==> config.mk <==
export PLATFORM = sky130hd
export DESIGN_NAME = reg_name_parser
export DESIGN_NICKNAME = d
export VERILOG_FILES = /design/src/rtl/riscv_reg_pkg.sv /design/src/rtl/reg_name_lookup.sv /design/src/rtl/reg_name_parser.sv
export SDC_FILE = /design/constraint.sdc
export NUM_CORES = 1
export LEC_CHECK = 0
export ABC_AREA = 1
export CAP_MARGIN = 15
export CORE_MARGIN = 1.5
export CORE_UTILIZATION = 36
export DETAILED_ROUTE_END_ITERATION = 6
export SYNTH_ARGS = -nofsm -noshare
export SYNTH_HDL_FRONTEND = slang
export SYNTH_HIERARCHICAL = 1
export SYNTH_SLANG_ARGS = --single-unit
==> constraint.sdc <==
create_clock -name clk -period 1.9 [get_ports clk]
set_input_delay 0.38 -clock clk [delete_from_list [all_inputs] [get_ports clk]]
set_output_delay 0.38 -clock clk [all_outputs]
set_load 0.02 [all_outputs]
==> src/rtl/riscv_reg_pkg.sv <==
`default_nettype none
// ============================================================================
// Module   : riscv_reg_pkg
// Purpose  : Shared types, ABI name table and character helpers for the
//            register-name parser.
// Revision : 1.0 - initial release
// ============================================================================
package riscv_reg_pkg;

    localparam int c_name_chars = 4;

    typedef logic [4:0]                   reg_num_t;
    typedef logic [c_name_chars-1:0][7:0] reg_name_t;

    typedef enum logic [1:0] {
        IDLE  = 2'd0,
        ACCUM = 2'd1,
        EMIT  = 2'd2
    } parse_state_t;

    localparam logic [7:0] c_chr_space  = 8'h20;
    localparam logic [7:0] c_chr_tab    = 8'h09;
    localparam logic [7:0] c_chr_comma  = 8'h2c;
    localparam logic [7:0] c_chr_lparen = 8'h28;
    localparam logic [7:0] c_chr_rparen = 8'h29;
    localparam logic [7:0] c_chr_lf     = 8'h0a;
    localparam logic [7:0] c_chr_cr     = 8'h0d;
    localparam logic [7:0] c_chr_nul    = 8'h00;

    // Index in this table is the register number; names are left-aligned, NUL-padded.
    localparam reg_name_t c_abi_names [32] = '{
        "zero",        {"ra", 16'h0}, {"sp", 16'h0}, {"gp", 16'h0},
        {"tp", 16'h0}, {"t0", 16'h0}, {"t1", 16'h0}, {"t2", 16'h0},
        {"s0", 16'h0}, {"s1", 16'h0}, {"a0", 16'h0}, {"a1", 16'h0},
        {"a2", 16'h0}, {"a3", 16'h0}, {"a4", 16'h0}, {"a5", 16'h0},
        {"a6", 16'h0}, {"a7", 16'h0}, {"s2", 16'h0}, {"s3", 16'h0},
        {"s4", 16'h0}, {"s5", 16'h0}, {"s6", 16'h0}, {"s7", 16'h0},
        {"s8", 16'h0}, {"s9", 16'h0}, {"s10", 8'h0}, {"s11", 8'h0},
        {"t3", 16'h0}, {"t4", 16'h0}, {"t5", 16'h0}, {"t6", 16'h0}
    };
    localparam reg_name_t c_name_fp = {"fp", 16'h0};

    function automatic logic is_delim(input logic [7:0] c);
        return (c == c_chr_space)  || (c == c_chr_tab)    || (c == c_chr_comma) ||
               (c == c_chr_lparen) || (c == c_chr_rparen) || (c == c_chr_lf)    ||
               (c == c_chr_cr)     || (c == c_chr_nul);
    endfunction

    function automatic logic is_digit(input logic [7:0] c);
        return (c >= 8'h30) && (c <= 8'h39);
    endfunction

    function automatic logic [7:0] to_lower(input logic [7:0] c);
        return ((c >= 8'h41) && (c <= 8'h5a)) ? (c | 8'h20) : c;
    endfunction

endpackage
`default_nettype wire

==> src/rtl/reg_name_lookup.sv <==
`default_nettype none
// ============================================================================
// Module   : reg_name_lookup
// Purpose  : Combinational map from a captured token to a register number.
//            Define REG_PARSER_XNAME_EN to also accept numeric names x0..x31.
// Revision : 1.0 - initial release
// ============================================================================
module reg_name_lookup
    import riscv_reg_pkg::*;
(
    input  reg_name_t i_token,
    input  logic      i_overflow,
    output reg_num_t  o_reg_number,
    output logic      o_error
);

    logic     w_hit;
    reg_num_t w_num;
`ifdef REG_PARSER_XNAME_EN
    logic [7:0] w_d1;
    logic [7:0] w_d2;
    logic [6:0] w_val;
`endif

    always_comb begin
        w_hit = 1'b0;
        w_num = '0;
        for (int i = 0; i < 32; i++) begin
            if (i_token == c_abi_names[i]) begin
                w_hit = 1'b1;
                w_num = reg_num_t'(i);
            end
        end
        if (i_token == c_name_fp) begin
            w_hit = 1'b1;
            w_num = 5'd8;
        end
`ifdef REG_PARSER_XNAME_EN
        w_d1  = i_token[c_name_chars-2];
        w_d2  = i_token[c_name_chars-3];
        w_val = ({3'b000, w_d1[3:0]} * 7'd10) + {3'b000, w_d2[3:0]};
        // Single digit allows "x0"; two digits forbid a leading zero.
        if ((i_token[c_name_chars-1] == 8'h78) && (i_token[0] == 8'h00)) begin
            if (is_digit(w_d1) && (w_d2 == 8'h00)) begin
                w_hit = 1'b1;
                w_num = {1'b0, w_d1[3:0]};
            end else if (is_digit(w_d1) && (w_d1 != 8'h30) && is_digit(w_d2) &&
                         (w_val <= 7'd31)) begin
                w_hit = 1'b1;
                w_num = w_val[4:0];
            end
        end
`endif
        o_error      = i_overflow || !w_hit;
        o_reg_number = o_error ? '0 : w_num;
    end

endmodule
`default_nettype wire

==> src/rtl/reg_name_parser.sv <==
`default_nettype none
// ============================================================================
// Module   : reg_name_parser
// Purpose  : Streaming ASCII register-name parser with valid/ready in and out.
//            Numeric xN names are enabled by defining REG_PARSER_XNAME_EN.
// Revision : 1.0 - initial release
// ============================================================================
module reg_name_parser
    import riscv_reg_pkg::*;
#(
    parameter int REGISTER_NAME_WIDTH = 4,
    parameter int REGISTER_WIDTH      = 5
) (
    input  logic                             clk,
    input  logic                             reset,
    input  logic                             in_valid,
    output logic                             in_ready,
    input  logic [7:0]                       in_char,
    output logic                             out_valid,
    input  logic                             out_ready,
    output logic [REGISTER_WIDTH-1:0]        out_reg_number,
    output logic                             out_error,
    output logic [REGISTER_NAME_WIDTH*8-1:0] out_name
);

    localparam int                 c_cnt_w   = $clog2(REGISTER_NAME_WIDTH + 1);
    localparam logic [c_cnt_w-1:0] c_cnt_max = c_cnt_w'(REGISTER_NAME_WIDTH);

    parse_state_t                            r_state_q, w_state_d;
    logic [REGISTER_NAME_WIDTH-1:0][7:0]     r_buf_q, w_buf_d;
    logic [c_cnt_w-1:0]                      r_cnt_q, w_cnt_d;
    logic                                    r_ovf_q, w_ovf_d;
    logic                                    r_valid_q, w_valid_d;
    logic                                    r_err_q, w_err_d;
    logic [REGISTER_WIDTH-1:0]               r_reg_q, w_reg_d;
    logic [REGISTER_NAME_WIDTH-1:0][7:0]     r_name_q, w_name_d;

    logic       w_xfer;
    logic       w_start;
    logic [7:0] w_char;
    logic       w_is_delim;
    reg_num_t   w_lut_num;
    logic       w_lut_err;

    assign in_ready   = (r_state_q != EMIT) || out_ready;
    assign w_xfer     = in_valid && in_ready;
    assign w_char     = to_lower(in_char);
    assign w_is_delim = is_delim(in_char);

    reg_name_lookup u_lookup (
        .i_token      (r_buf_q),
        .i_overflow   (r_ovf_q),
        .o_reg_number (w_lut_num),
        .o_error      (w_lut_err)
    );

    always_comb begin
        w_state_d = r_state_q;
        w_buf_d   = r_buf_q;
        w_cnt_d   = r_cnt_q;
        w_ovf_d   = r_ovf_q;
        w_valid_d = r_valid_q;
        w_err_d   = r_err_q;
        w_reg_d   = r_reg_q;
        w_name_d  = r_name_q;
        w_start   = (r_state_q == IDLE);

        // Handshake frees the output; a character in the same cycle starts afresh.
        if ((r_state_q == EMIT) && out_ready) begin
            w_valid_d = 1'b0;
            w_state_d = IDLE;
            w_start   = 1'b1;
        end

        if (w_xfer) begin
            if (w_start) begin
                if (!w_is_delim) begin
                    w_buf_d                        = '0;
                    w_buf_d[REGISTER_NAME_WIDTH-1] = w_char;
                    w_cnt_d                        = c_cnt_w'(1);
                    w_ovf_d                        = 1'b0;
                    w_state_d                      = ACCUM;
                end
            end else if (!w_is_delim) begin
                if (r_cnt_q < c_cnt_max) begin
                    for (int p = 0; p < REGISTER_NAME_WIDTH; p++) begin
                        if (r_cnt_q == c_cnt_w'(p)) begin
                            w_buf_d[REGISTER_NAME_WIDTH-1-p] = w_char;
                        end
                    end
                    w_cnt_d = r_cnt_q + c_cnt_w'(1);
                end else begin
                    w_ovf_d = 1'b1;
                end
            end else begin
                w_valid_d = 1'b1;
                w_err_d   = w_lut_err;
                w_reg_d   = REGISTER_WIDTH'(w_lut_num);
                w_name_d  = r_buf_q;
                w_state_d = EMIT;
            end
        end
    end

    always_ff @(posedge clk) begin
        if (reset) begin
            r_state_q <= IDLE;
            r_buf_q   <= '0;
            r_cnt_q   <= '0;
            r_ovf_q   <= 1'b0;
            r_valid_q <= 1'b0;
            r_err_q   <= 1'b0;
            r_reg_q   <= '0;
            r_name_q  <= '0;
        end else begin
            r_state_q <= w_state_d;
            r_buf_q   <= w_buf_d;
            r_cnt_q   <= w_cnt_d;
            r_ovf_q   <= w_ovf_d;
            r_valid_q <= w_valid_d;
            r_err_q   <= w_err_d;
            r_reg_q   <= w_reg_d;
            r_name_q  <= w_name_d;
        end
    end

    assign out_valid      = r_valid_q;
    assign out_error      = r_err_q;
    assign out_reg_number = r_reg_q;
    assign out_name       = r_name_q;

endmodule
`default_nettype wire

==> impl_metrics.tcl, run 1 <==
set metrics [dict create \
    yosysSeqAreaShare_pct 35.6 \
    clock_latency_ps 340 \
    setup.worst_path.end_class "flip-flop" \
    worst_pin_slew_ps 388 \
    grt_pass1_wl_um 21000 \
    start_kind "flip-flop" \
    n_fill_cell 1088 \
    io_pins 52 \
    grt_usage_pct 20.8 \
    drtAntennaViolNets 0 \
    grt_start_max_net_pins 43 \
    antenna_found_initial 0 \
    port-buffer-count 51 \
    grt_pass1_vias 4577 \
    ctsRootBufferMaster "clkbuf_16" \
    cts.sinks 77 \
    wl_um 13100 \
    status "finished, violations left" \
    core_area_um2 11600 \
    rows 39 \
    area_delta_synth_final_pct 52.8 \
    diodes 0 \
    final_common_cell "nor2_1" \
    cts.clk_slew.worst_paths_ps 60 \
    place.gp.congestion 0.944 \
    hp-class "in2reg" \
    dp_cells 970 \
    drive_gt1_share_pct 31.8 \
    finalInstanceArea_um2 6620 \
    ys_ff_latch 77 \
    yosys_warnings 6 \
    final-setup-viol-count 6 \
    p_per_area_nw_per_um2 645 \
    slew_headroom_pct 74.1 \
    fin_crit_sh_pct 116 \
    drt_iter0_markers 223 \
    seq_area_um2 1560 \
    critPathMaxFanout 7 \
    drv_cap 0 \
    syn_area_per_cell_um2 6.47 \
    cp_cell_sequence "nor2_4, nand2_2, nor2_4, nand2_4, inv_4, nand2_4, clkinv_4, nand2_2, nand2_2, nor2_2, o211ai_1, buf_4, buf_4, buf_4, nor3_2, nor2_1, o21ai_1, nor2_1" \
    crit_required_ps 2130 \
    place_hpwl_um 9470 \
    htreeDepth 3 \
    multi_input_comb_area_um2 2490 \
    setup_slack_ps -307 \
    hold_viol 0 \
    worst-setup-path-type "reg2reg" \
    p_leak_nw 3.19 \
    via_per_inst 4.70 \
    via_count 4742 \
    path_delay_family "simple AND/OR/NAND/NOR gates" \
    fp.dieArea_um2 12700 \
    final_cell_mix "176 x nor2_1, 135 x buf_4, 123 x nand2_1" \
    wire_per_inst_um 13.0 \
    finalPower_mw 4.27 \
    cts_buffers 9 \
    fmax_mhz 453 \
    cts_tree "done" \
    syn_inst 670 \
    layout.nets 879 \
    die_y_um 113 \
    grt.overflow.total 0 \
    netlist-cell-type-count 42 \
    drv_slew 0 \
    arrival_ps 2440 \
    synth_fp_nets 687 \
    first_pass_iters 5 \
    period_minus_slack_ps 2210 \
    clock_path_buffers 2 \
    cp_num_buf_inv 5 \
    r2r_setup_slack_ps -310 \
    failed_checks "setup timing" \
    hold_slack_ps 453 \
    fin_cells 1010 \
    cpMaxStageDelayCell "dfxtp_2" \
    drc 0 \
    placed_cell_area_um2 5940 \
    start_util_pct 37.5 \
    syn_area_um2 4330 \
    fin_skew_ps 5.08 \
    rsz0062_at_grt "yes" \
    ir_worst_vdd_mv 0.407 \
    max_stage_delay_ps 380 \
    die_x_um 113 \
]
==> final timing paths <==
| check | from | cells past startpoint | endpoint |
|---|---|---|---|
| hold / removal | in_char[2] | 3 | r_buf_q[26] |
| setup reg to reg | r_buf_q[8] | 18 | out_reg_number[3] |
| setup / recovery | r_buf_q[8] | 18 | out_reg_number[3] |
| hold reg to reg | out_valid | 2 | out_valid |
==> Yosys cell counts (all sizes together) <==
cell type    n  area share [%]
ha           5             1.4
inv         88             7.6
nand3b       1            0.17
dfxtp       77              36
nor4b        1            0.20
nor4         3            0.78
nor3         9             1.2
o41ai        1            0.20
buf         13             2.5
o211ai       1            0.17
o21a         1            0.17
nand3       17             2.1
nand2      147              14
or2          1            0.14
nor2       215              21
nand4       23             4.6
a21oi        8             1.0
clkbuf       6            0.52
clkinv       3            0.29
o2111ai      1            0.20
and3         1            0.14
a21o         1            0.17
o21ai       47             5.8
==> layer usage <==
metal	part of all wire, %	global-route usage, %	vias to the layer above
li1	-	-	2467
met1	44	25.3	2117
met2	48	35.2	124
met3	4.4	4.18	34
met4	3.4	10.5	0
met5	0	0	-
==> flip-flops by register name, indices dropped and copies added (netlist names) <==
register,cells
r_buf_q,32
r_cnt_q,3
out_reg_number,5
out_valid,1
r_ovf_q,1
out_name,32
out_error,1
r_state_q,2
==> tightest hold or removal path: stages <==
cell and delay, ps:
dlymetal6s2s_1 180, nor2_1 130, nor2_1 50
==> per-stage QoR <==
step | setup TNS (ps) | utilization (%) | setup slack [ps]
floorplan | -129 | - | -36.0
global placement | -16380 | 51.4 | -275
detailed placement | -18330 | 51.4 | -314
CTS | -847 | 56.2 | -187
global route | -2460 | 57.2 | -472
finish | -1390 | 57.2 | -307
==> report_power, final <==
part	leakage (nW)	switching [mW]	internal, mW	total (mW)
Sequential	0.634	0.0636	1.69	1.76
Combinational	2.41	0.451	0.392	0.843
Clock	0.143	0.642	1.03	1.67
Total	3.19	1.16	3.11	4.27
==> cells by family after synthesis <==
family | synth area share (%)
AOI/OAI and AO/OA | 7.71
buffers and inverters | 10.9
adders and majority gates | 1.44
DFF | 35.6
and+or+nand+nor | 44.4
==> final cells by class <==
| cell class | count | share of cell area (%) |
|---|---|---|
| Tap cell | 143 | 2.70 |
| Clock buffer | 16 | 4.40 |
| Inverter | 91 | 5.33 |
| Sequential cell | 77 | 23.6 |
| Timing Repair Buffer | 198 | 26.3 |
| Multi-Input combinational cell | 485 | 37.6 |
==> timing repair <==
action	CTS	global route
setup buffers	17	4
setup endpoints to repair	7	70
hold endpoints to repair	0	0
pin swaps	17	5
hold buffers	0	0
gates cloned	0	3
resized for setup	45	22
Note: power is estimated with default switching activity, not from simulation.
==> run 2: changes to the inputs <==
- CORE_UTILIZATION: 36 -> 50
- GPL_TIMING_DRIVEN: unset -> 0
- PLACE_DENSITY: unset -> 0.76
==> run 2 against run 1 <==
- the flow still finishes with violations (setup timing)
- routed wire length is 10% lower
- clock power is 21% lower
- setup slack better by 18 ps
- fmax is 0.82% higher
- largest cell class unchanged
==> impl_metrics.tcl, run 2 (synthesis gave the netlist of run 1 again) <==
set metrics [dict create \
    setup_slack_ps -289 \
    clock_path_buffers 2 \
    seq_area_um2 1600 \
    die_y_um 96.1 \
    drive_gt1_share_pct 24.4 \
    area_delta_synth_final_pct 31.1 \
    arrival_ps 2450 \
    hp-class "in2reg" \
    crit_top_cell "nor2_1" \
    wl_um 11800 \
    wire_per_inst_um 13.5 \
    io_pins 52 \
    p_per_area_nw_per_um2 657 \
    setup.worst_path.end_class "flip-flop" \
    worst_pin_slew_ps 533 \
    cts.clk_slew.worst_paths_ps 90 \
    core_area_um2 8300 \
    grt_pass1_vias 4224 \
    n_fill_cell 712 \
    cts_buffers 9 \
    slew_headroom_pct 64.0 \
    cts_tree "done" \
    cts.sinks 77 \
    p_leak_nw 2.63 \
    final_cell_mix "174 x nor2_1, 125 x nand2_1, 69 x inv_1" \
    drt_iter0_markers 237 \
    diodes 0 \
    layout.nets 782 \
    fp.dieArea_um2 9230 \
    worst-setup-path-type "reg2reg" \
    max_stage_delay_ps 380 \
    grt_usage_pct 27.2 \
    crit_required_ps 2170 \
    via_count 4412 \
    via_per_inst 5.04 \
    cpMaxStageDelayCell "dfxtp_4" \
    start_util_pct 52.2 \
    drv_slew 0 \
    finalInstanceArea_um2 5680 \
    ir_worst_vdd_mv 0.341 \
    drv_cap 0 \
    final_common_cell "nor2_1" \
    place.gp.congestion 0.978 \
    period_minus_slack_ps 2190 \
    hold_slack_ps 313 \
    fmax_mhz 457 \
    critPathMaxFanout 7 \
    drc 0 \
    port-buffer-count 51 \
    fin_skew_ps 10.7 \
    placed_cell_area_um2 5000 \
    antenna_found_initial 0 \
    place_hpwl_um 8500 \
    multi_input_comb_area_um2 2500 \
    grt.overflow.total 0 \
    final-setup-viol-count 6 \
    die_x_um 96.1 \
    failed_checks "setup timing" \
    first_pass_iters 5 \
    setup_tns_ps -1410 \
    start_kind "flip-flop" \
    clock_latency_ps 370 \
    rsz0062_at_grt "yes" \
    rows 33 \
    grt_start_max_net_pins 16 \
    cp_cell_sequence "nor2_1, nand2_1, nor2_4, nand2_4, inv_4, nand2_4, clkinv_4, nand2_2, nand2_2, nor2_2, o211ai_1, nor2_1, a21o_1, nor2_4, o21ai_1, inv_1, o21ai_1, nor2_1" \
    hold_viol 0 \
    final_util_pct 68.5 \
    fin_crit_sh_pct 115 \
    htreeDepth 3 \
    status "finished, violations left" \
    ctsRootBufferMaster "clkbuf_8" \
    grt_pass1_wl_um 19200 \
    drtAntennaViolNets 0 \
]
[run 2: cell count changes in the layout (fill, tap and decap cells not counted), sizes merged]
cell           change
clkdlybuf4s50      -4
nand4              -2
clkbuf             -2
bufinv             +1
dlygate4sd2        +2
clkinv             +1
buf              -100
clkinvlp           +2
dlymetal6s2s       +2
inv                +3
[run 2: path summary, 6_finish.rpt]
| kind | start | to | slack, ps | cells past startpoint |
|---|---|---|---|---|
| setup / recovery | r_buf_q[14] | out_reg_number[4] | -290 | 18 |
| hold / removal | in_char[7] | r_buf_q[31] | 310 | 3 |
| setup reg to reg | r_buf_q[14] | out_reg_number[4] | -290 | 18 |
| hold reg to reg | out_valid | out_valid | 470 | 2 |
[run 2: where the power goes]
part           internal [mW]  switching (mW)  leakage, nW
logic                  0.241           0.390         1.90
registers               1.69          0.0965        0.640
clock network          0.623           0.693       0.0968
total                   2.56            1.18         2.63
[run 2: what timing repair did]
item | CTS | global route
buffers inserted | 29 | 4
endpoints found under the setup margin | 19 | 68
gates resized for setup | 55 | 37
pin swaps | 19 | 17
hold buffers | 0 | 0
[run 2: stage by stage]
stage | total power [mW] | setup slack [ps] | instances
finish | 3.74 | -289 | 875
global route | 3.92 | -431 | 875
CTS | 3.71 | -211 | 871
detailed placement | 2.34 | -413 | 826
global placement | 2.33 | -406 | 826
floorplan | 2.19 | -36.0 | 670
[run 2: per-layer routing]
metal	part of all wire, %	GRT usage (%)
met5	0	0
met4	3.4	12.9
met1	44	31.3
met3	4.0	4.98
met2	49	48.4
[run 2: final cells by class]
class | instances | share of cell area [%]
multi-input cells | 483 | 43.9
clock buffers | 9 | 2.18
well taps | 105 | 2.31
repair buffers | 84 | 13.5
inverters | 91 | 6.19
clock inverters | 7 | 1.41
plain buffers | 19 | 2.36
flip-flops and latches | 77 | 28.1
[run 2: worst max-delay path, delay by kind of cell (launching register included)]
family                 cells  cell delay [ps]
AO/OA/AOI/OAI              4              540
buffers and inverters      3              200
flip-flops                 1              380
AND/OR/NAND/NOR           11              960
==> run 3: changes to the inputs <==
- CAP_MARGIN: 15 -> 25
==> results of run 3 <==
The final DEF is identical to that of run 2; final timing and power are the same.
